$ cat src/rtl/i2c_arbiter.sv
// Two-requester front end for a single I2C master: detects request edges, arbitrates
// round-robin on ties, forwards one transaction at a time and returns read data/status.
module i2c_arbiter #(
  parameter int MaxBytesToSend     = 16,
  parameter int MaxBytesToRead     = 16,
  parameter int CountWidth         = 5,
  parameter int StartTimeoutCycles = 4000
) (
  input  logic                            clock,
  input  logic                            reset,
  input  logic [1:0]                      req,
  input  logic [13:0]                     reqAddress,
  input  logic [2*CountWidth-1:0]         reqSendCount,
  input  logic [2*MaxBytesToSend*8-1:0]   reqSendData,
  input  logic [2*CountWidth-1:0]         reqReadCount,
  output logic [1:0]                      done,
  output logic [3:0]                      status,
  output logic [2*MaxBytesToRead*8-1:0]   readData,
  output logic [1:0]                      busy,
  output logic                            masterStart,
  output logic [6:0]                      masterAddress,
  output logic [CountWidth-1:0]           masterNrOfBytesToSend,
  output logic [MaxBytesToSend*8-1:0]     masterBytesToSend,
  output logic [CountWidth-1:0]           masterNrOfBytesToRead,
  input  logic [MaxBytesToRead*8-1:0]     masterBytesToRead,
  input  logic                            masterReady,
  input  logic                            masterClockStretchTimeout
);

  localparam int SW = MaxBytesToSend * 8;
  localparam int RW = MaxBytesToRead * 8;
  localparam int TW = $clog2(StartTimeoutCycles + 1);
  localparam logic [CountWidth-1:0] MaxSend      = CountWidth'(MaxBytesToSend);
  localparam logic [CountWidth-1:0] MaxRead      = CountWidth'(MaxBytesToRead);
  localparam logic [TW-1:0]         TimeoutLimit = TW'(StartTimeoutCycles);

  typedef enum logic [2:0] {IDLE, ISSUE, WAIT_BUSY, WAIT_DONE, COMPLETE} state_t;

  state_t                 state_q;
  logic [1:0]             req_q;
  logic [1:0]             pending_q;
  logic                   last_grant_q;
  logic                   grant_q;
  logic [TW-1:0]          timer_q;
  logic [1:0]             done_q;
  logic [3:0]             status_q;
  logic [2*RW-1:0]        read_data_q;
  logic                   m_start_q;
  logic [6:0]             m_addr_q;
  logic [CountWidth-1:0]  m_nsend_q;
  logic [SW-1:0]          m_send_q;
  logic [CountWidth-1:0]  m_nread_q;

  logic [1:0]             rise_d;
  logic [1:0]             grant_clr_d;
  logic                   winner_d;
  logic [CountWidth-1:0]  send_raw;
  logic [CountWidth-1:0]  read_raw;
  logic [CountWidth-1:0]  send_cnt_d;
  logic [CountWidth-1:0]  read_cnt_d;

  genvar gi;
  generate
    for (gi = 0; gi < 2; gi++) begin : g_req
      assign busy[gi] = pending_q[gi] | ((state_q != IDLE) && (grant_q == 1'(gi)));
    end
  endgenerate

  assign rise_d = req & ~req_q & ~busy;

  always_comb begin
    // Tie goes to whoever was not served last.
    if (pending_q == 2'b11) winner_d = ~last_grant_q;
    else                    winner_d = pending_q[1] & ~pending_q[0];
    grant_clr_d = ((state_q == IDLE) && (|pending_q)) ? (2'b01 << winner_d) : 2'b00;
    send_raw    = winner_d ? reqSendCount[2*CountWidth-1:CountWidth] : reqSendCount[CountWidth-1:0];
    read_raw    = winner_d ? reqReadCount[2*CountWidth-1:CountWidth] : reqReadCount[CountWidth-1:0];
    send_cnt_d  = (send_raw > MaxSend) ? MaxSend : send_raw;
    read_cnt_d  = (read_raw > MaxRead) ? MaxRead : read_raw;
  end

  always_ff @(posedge clock) begin
    if (reset) begin
      state_q      <= IDLE;
      req_q        <= '0;
      pending_q    <= '0;
      last_grant_q <= 1'b1;
      grant_q      <= 1'b0;
      timer_q      <= '0;
      done_q       <= '0;
      status_q     <= '0;
      read_data_q  <= '0;
      m_start_q    <= 1'b0;
      m_addr_q     <= '0;
      m_nsend_q    <= '0;
      m_send_q     <= '0;
      m_nread_q    <= '0;
    end else begin
      req_q     <= req;
      done_q    <= '0;
      pending_q <= (pending_q & ~grant_clr_d) | rise_d;
      case (state_q)
        IDLE: begin
          if (|pending_q) begin
            grant_q   <= winner_d;
            m_addr_q  <= winner_d ? reqAddress[13:7] : reqAddress[6:0];
            m_nsend_q <= send_cnt_d;
            m_send_q  <= winner_d ? reqSendData[2*SW-1:SW] : reqSendData[SW-1:0];
            m_nread_q <= read_cnt_d;
            m_start_q <= 1'b1;
            state_q   <= ISSUE;
          end
        end
        ISSUE: begin
          m_start_q <= 1'b0;
          timer_q   <= '0;
          state_q   <= WAIT_BUSY;
        end
        WAIT_BUSY: begin
          if (!masterReady) begin
            state_q <= WAIT_DONE;
          end else if (timer_q == TimeoutLimit) begin
            status_q[{grant_q, 1'b0} +: 2] <= 2'b10;
            done_q[grant_q]                <= 1'b1;
            state_q                        <= COMPLETE;
          end else begin
            timer_q <= timer_q + 1'b1;
          end
        end
        WAIT_DONE: begin
          if (masterReady) begin
            if (masterClockStretchTimeout) begin
              status_q[{grant_q, 1'b0} +: 2] <= 2'b01;
            end else begin
              status_q[{grant_q, 1'b0} +: 2] <= 2'b00;
              if (grant_q) read_data_q[2*RW-1:RW] <= masterBytesToRead;
              else         read_data_q[RW-1:0]    <= masterBytesToRead;
            end
            done_q[grant_q] <= 1'b1;
            state_q         <= COMPLETE;
          end
        end
        COMPLETE: begin
          last_grant_q <= grant_q;
          state_q      <= IDLE;
        end
        default: state_q <= IDLE;
      endcase
    end
  end

  assign done                  = done_q;
  assign status                = status_q;
  assign readData              = read_data_q;
  assign masterStart           = m_start_q;
  assign masterAddress         = m_addr_q;
  assign masterNrOfBytesToSend = m_nsend_q;
  assign masterBytesToSend     = m_send_q;
  assign masterNrOfBytesToRead = m_nread_q;

endmodule

$ cat config.mk
export PLATFORM = sky130hd
export DESIGN_NAME = i2c_arbiter
export DESIGN_NICKNAME = d
export VERILOG_FILES = /design/src/rtl/i2c_arbiter.sv
export SDC_FILE = /design/constraint.sdc
export NUM_CORES = 1
export LEC_CHECK = 0
export CORE_AREA = 2 2 326 328
export CTS_BUF_LIST = sky130_fd_sc_hd__clkbuf_16
export DETAILED_ROUTE_END_ITERATION = 8
export DIE_AREA = 0 0 328 330
export RECOVER_POWER = 50
export SKIP_LAST_GASP = 1
export SYNTH_ARGS = -nofsm -noshare
export SYNTH_HDL_FRONTEND = slang
export SYNTH_SLANG_ARGS = --single-unit
$ cat constraint.sdc
create_clock -name clock -period 4.5 [get_ports clock]
set_input_delay 0.675 -clock clock [delete_from_list [all_inputs] [get_ports clock]]
set_output_delay 0.675 -clock clock [all_outputs]
set_load 0.01 [all_outputs]
# [Word-level counts from Yosys, hierarchy flattened]
# Cells that the tools add are included.
[totals] input_bits=424 wordCells=101 out_inout_bits=410 register_bits=429
[classes] shifts=5 muxes=32 bitwise_logic=14 magnitude_cmp=4 n_addsub=2 reduce_logical=17 eq_ne=12
[ops] operator="128-bit two-way mux" n=1
[ops] operator="12-bit two-way mux" n=2
[ops] operator="12-bit one-hot mux with 2 select lines" n=1
[ops] operator="5-bit two-way mux" n=4
[ops] operator="4-bit two-way mux" n=4
[ops] operator="12-bit by 1-bit adder with 12-bit output (second input constant)" n=1
[ops] operator="4-bit bitwise mux" n=3
[ops] operator="12-bit == test (second input constant)" n=1
[ops] operator="3-bit two-way mux" n=4
[ops] operator="3-bit one-hot mux with 4 select lines" n=1
[ops] operator="4-bit AND reduction" n=3
[ops] operator="2-bit by 4-bit indexed part select with 4-bit output (first input constant)" n=3
[ops] operator="5-bit greater-than comparator (second input constant)" n=2
[ops] operator="2-bit two-way mux" n=4
[ops] operator="2-bit inequality test (second input constant)" n=4
[ops] operator="4-bit one-hot mux with 2 select lines" n=1
[ops] operator="7-bit two-way mux" n=1
[ops] operator="2-bit bitwise AND" n=3
[ops] operator="3-bit by 2-bit == test with 1-bit output (second input constant)" n=2
[ops] operator="2-bit inverter" n=3
[ops] operator="3-bit AND reduction" n=2
[ops] operator="2-bit nonzero test" n=3
[ops] operator="1-bit logical AND" n=4
[ops] operator="2-bit negation with 4-bit output" n=1
[ops] operator="other kinds (21)" n=28

# [Longest topological paths before layout]
[logic_depth] depth_word=8 depth_mapped=8 ltp_nobuf=6

# [Worst setup path before layout]
# OpenSTA, ideal clock, no wires.
[synth_timing] path_type="input to register" startpoint="in masterReady" endpoint="reg read_data_q[235] (netlist: readData[235])" n_path_buf=3 path_stages=7 arrival_ns=1.868 setup_ns=0.070 t_required_ns=4.430 setup_slack_ns=2.562 cell_sequence="and3b_1 -> buf_2 -> and3_1 -> clkbuf_1 -> buf_1 -> nand2_1 -> a21oi_1"
[synth_via] elab_chain_cells=1
[synth_lines] element="start: declaration" line="26" source="input logic masterReady,"
[synth_lines] element="4-bit AND reduction (no source line)"
[synth_lines] element="end signal: indexed assignment" line="136" source="if (grant_q) read_data_q[2*RW-1:RW] <= masterBytesToRead;"
[synth_lines] element="end signal: indexed assignment" line="137" source="else read_data_q[RW-1:0] <= masterBytesToRead;"
[synth_lines] element="end: declaration" line="47" source="logic [2*RW-1:0] read_data_q;"
# No other way between the ends.
# A chain may end at the register's enable or synchronous reset.

# [Final worst setup path]
[layout_timing] startpoint="reg state_q[0]" endpoint="out busy[1]"
[layout_via] elab_chain_cells=3
[layout_lines] element="start: declaration" line="39" source="state_t state_q;"
[layout_lines] element="start signal: assignment" line="84" source="state_q <= IDLE;"
[layout_lines] element="start signal: assignment" line="111" source="state_q <= ISSUE;"
[layout_lines] element="start signal: assignment" line="117" source="state_q <= WAIT_BUSY;"
[layout_lines] element="3-bit nonzero test" line="65" source="assign busy[gi] = pending_q[gi] | ((state_q != IDLE) && (grant_q == 1'(gi)));"
[layout_lines] element="1-bit logical AND" line="65"
[layout_lines] element="1-bit OR" line="65"
[layout_lines] element="end: declaration" line="19" source="output logic [1:0] busy,"
# No other way between the ends.

==> impl_metrics.tcl <==
set metrics [dict create \
    critPathKind "register to output pin" \
    syn_nets 2222 \
    grt.total_usage_pct 14.1 \
    status "complete, but fails checks" \
    fin_skew_ns 0.0191 \
    final_max_slew_viol_count 115 \
    pwr-share-seq_pct 38.9 \
    hold_violations 0 \
    worstPathMaxFanout 19 \
    clkSinkCount 429 \
    period_share_pct 72.8 \
    power_density_mw_per_mm2 436 \
    wire_per_inst_um 20.4 \
    ir_drop_v 0.000268 \
    ys_types 52 \
    synth_cells 1796 \
    core.rowCount 119 \
    ctsHoldBuffers 0 \
    synth_edf_count 0 \
    netlist_area_mm2 0.0154 \
    drive_gt1_share_pct 4.35 \
    synth.ff_latch_count 429 \
    path_cells "or3_1 -> a21o_1 -> clkdlybuf4s50_1" \
    r2r_slack_ns 1.71 \
    worst_pin_slew_ns 3.01 \
    nets 2986 \
    portBuffers 833 \
    min_period_ns 3.27 \
    cts_made_buffers 51 \
    syn_to_final_growth_pct 74.5 \
    place_area_mm2 0.0253 \
    cp_top_family "flip-flops" \
    setup-violations-final 0 \
    rsz0062_at_grt "false" \
    first_iter_violations 1332 \
    seq_area_mm2 0.00859 \
    top_level_ports 834 \
    relSlewSlack_pct -100 \
    gp_congestion 0.841 \
    first_global_vias 15786 \
    power_frac_comb_pct 27.8 \
    leakage_uw 0.0102 \
    worstSetupStartpointType "register" \
    ys_warn_count 0 \
    critical_path_required_ns 3.83 \
    dp_hpwl_mm 62.3 \
    power_frac_clock_pct 33.4 \
    multi_input_area_mm2 0.00617 \
    end_kind "output pin" \
    clock-root-buffer "clkbuf_16" \
    power.switching_uw 3680 \
    swShare_pct 31.4 \
    grt-ovfl-total 0 \
    cts_tree "built" \
    fillCellCount 11253 \
    grt_start_max_net_pins 118 \
    cp_data_arrival_time_ns 2.60 \
    ys_seq_area_share_pct 55.8 \
    final_common_cell "nand2_1" \
    max_stage_delay_ns 0.78 \
    hold_path.class "register to register" \
    syn-mean-instance-area_um2 8.56 \
    firstDrtPassIters 9 \
    die_w_um 328 \
    start_util_pct 14.7 \
    clk_pin_slew_ns 0.06 \
    post_cts_buffers 0 \
    dieArea_mm2 0.108 \
    cp_num_buf_inv 1 \
    antenna_found_initial 43 \
    die_h_um 330 \
    coreArea_mm2 0.105 \
    violations "capacitance limit, slew limit" \
    insertion_delay_ns 0.61 \
    wl_mm 81.8 \
    clockBufferDepth 3 \
    p_int_uw 8030 \
    vias 16654 \
    clock.fmax_mhz 305 \
    drc 0 \
    final_cell_mix "523 x nand2_1, 442 x clkdlybuf4s50_1, 429 x dfxtp_1" \
    cts_resized 0 \
    final_cell_area_mm2 0.0268 \
    grt_pass1_wl_mm 112 \
    synth-main-ff-cell "dfxtp_1" \
    vias_per_cell 4.16 \
    crit_slowest_cell "dfxtp_1" \
    htreeDepth 2 \
    antenna_left 0 \
    async_flop_share_pct 0 \
    maxCapViolations 1 \
    tns_ns 0 \
]
## registers in the layout, indices dropped and copies added, names as in the netlist
| register | count |
|---|---|
| readData | 256 |
| req_q | 2 |
| state_q | 3 |
| done | 2 |
| status | 4 |
| masterNrOfBytesToRead | 5 |
| pending_q | 2 |
| masterStart | 1 |
| masterBytesToSend | 128 |
| masterAddress | 7 |
| masterNrOfBytesToSend | 5 |
| timer_q | 12 |
| last_grant_q | 1 |
| grant_q | 1 |
## area by class of cell
cell class	count	area share (%)
Multi-Input combinational cell	1203	23.0
Sequential cell	429	32.0
Clock buffer	53	4.94
Inverter	6	0.0839
Timing Repair Buffer	869	32.6
Clock inverter	36	0.779
Tap cell	1391	6.49
Antenna cell	14	0.131
## cells in the mapped netlist (2+ instances only)
| cell type | count | area (um^2) |
|---|---|---|
| or3_1 | 3 | 18.8 |
| a21oi_1 | 271 | 1360 |
| inv_1 | 6 | 22.5 |
| nand2_1 | 524 | 1970 |
| dfxtp_1 | 429 | 8590 |
| nand3_1 | 7 | 35.0 |
| o21ai_0 | 7 | 35.0 |
| or4_1 | 7 | 52.6 |
| ha_1 | 2 | 25.0 |
| nor2b_1 | 4 | 25.0 |
| nand3b_1 | 2 | 15.0 |
| nor3_1 | 12 | 60.1 |
| mux2i_1 | 2 | 20.0 |
| a222oi_1 | 135 | 1350 |
| a311oi_1 | 11 | 96.3 |
| o21bai_1 | 2 | 15.0 |
| buf_1 | 5 | 18.8 |
| clkbuf_1 | 121 | 454 |
| a2111oi_0 | 2 | 17.5 |
| or3b_2 | 3 | 26.3 |
| o31ai_1 | 5 | 37.5 |
| and2_1 | 2 | 12.5 |
| nor3b_1 | 10 | 75.1 |
| nand2b_1 | 5 | 31.3 |
| nand4_1 | 3 | 18.8 |
| and3_1 | 2 | 12.5 |
| a211oi_1 | 2 | 15.0 |
| o21ai_1 | 2 | 10.0 |
| nor2_1 | 153 | 574 |
| nor4_1 | 2 | 12.5 |
| xnor2_1 | 3 | 26.3 |
| or2_2 | 2 | 12.5 |
| buf_2 | 29 | 145 |
| buf_4 | 3 | 22.5 |
## path summary, 6_finish.rpt
kind,end,start,depth (start not counted)
setup reg to reg,masterBytesToSend[0],state_q[0],5
hold reg to reg,readData[32],readData[32],2
hold / removal,readData[32],readData[32],2
setup / recovery,busy[1],state_q[0],3
## metrics by stage
step	util, %	hold WS [ns]	worst slack (ns)	total power, uW	instances
finish	25.6	0.448	1.23	11700	4001
global route	25.6	0.462	1.03	12300	3994
CTS	25.6	0.453	1.12	12100	3987
detailed placement	24.1	0.445	1.53	8070	3898
global placement	24.1	0.441	1.56	8050	3898
floorplan	-	0.452	2.56	6090	1796
## cells by family after synthesis
family | count (synthesis) | synth area share (%)
xor gates and xnor gates | 3 | 0.171
muxes | 2 | 0.130
AOI/OAI and AO/OA | 445 | 19.5
adders and majority gates | 2 | 0.163
and+or+nand+nor | 751 | 19.9
buffers and inverters | 164 | 4.31
DFF | 429 | 55.8
## worst register-to-register path: stages, from the launching register on
cell and delay [ns]:
dfxtp_1 0.54, or3_1 0.57, nor3_4 0.87, buf_4 0.43, a222oi_1 0.14, nor2_1 0.13
## power groups by stage
stage,Combinational (uW),Clock [uW],Sequential [uW]
2_1_floorplan,1350,0,4740
3_3_place_gp,3430,0,4620
3_5_place_dp,3430,0,4640
4_1_cts,3450,4060,4570
5_1_grt,3530,4170,4600
6_report,3250,3910,4550
## per-layer routing
layer	vias up	global-route usage [%]	wire length [um]
met5	-	0	157
met4	24	5.57	2800
met3	153	6.76	9410
met2	728	23.1	38600
met1	7895	15.8	30800
li1	7854	-	-
Note: power is estimated with default switching activity, not from simulation.
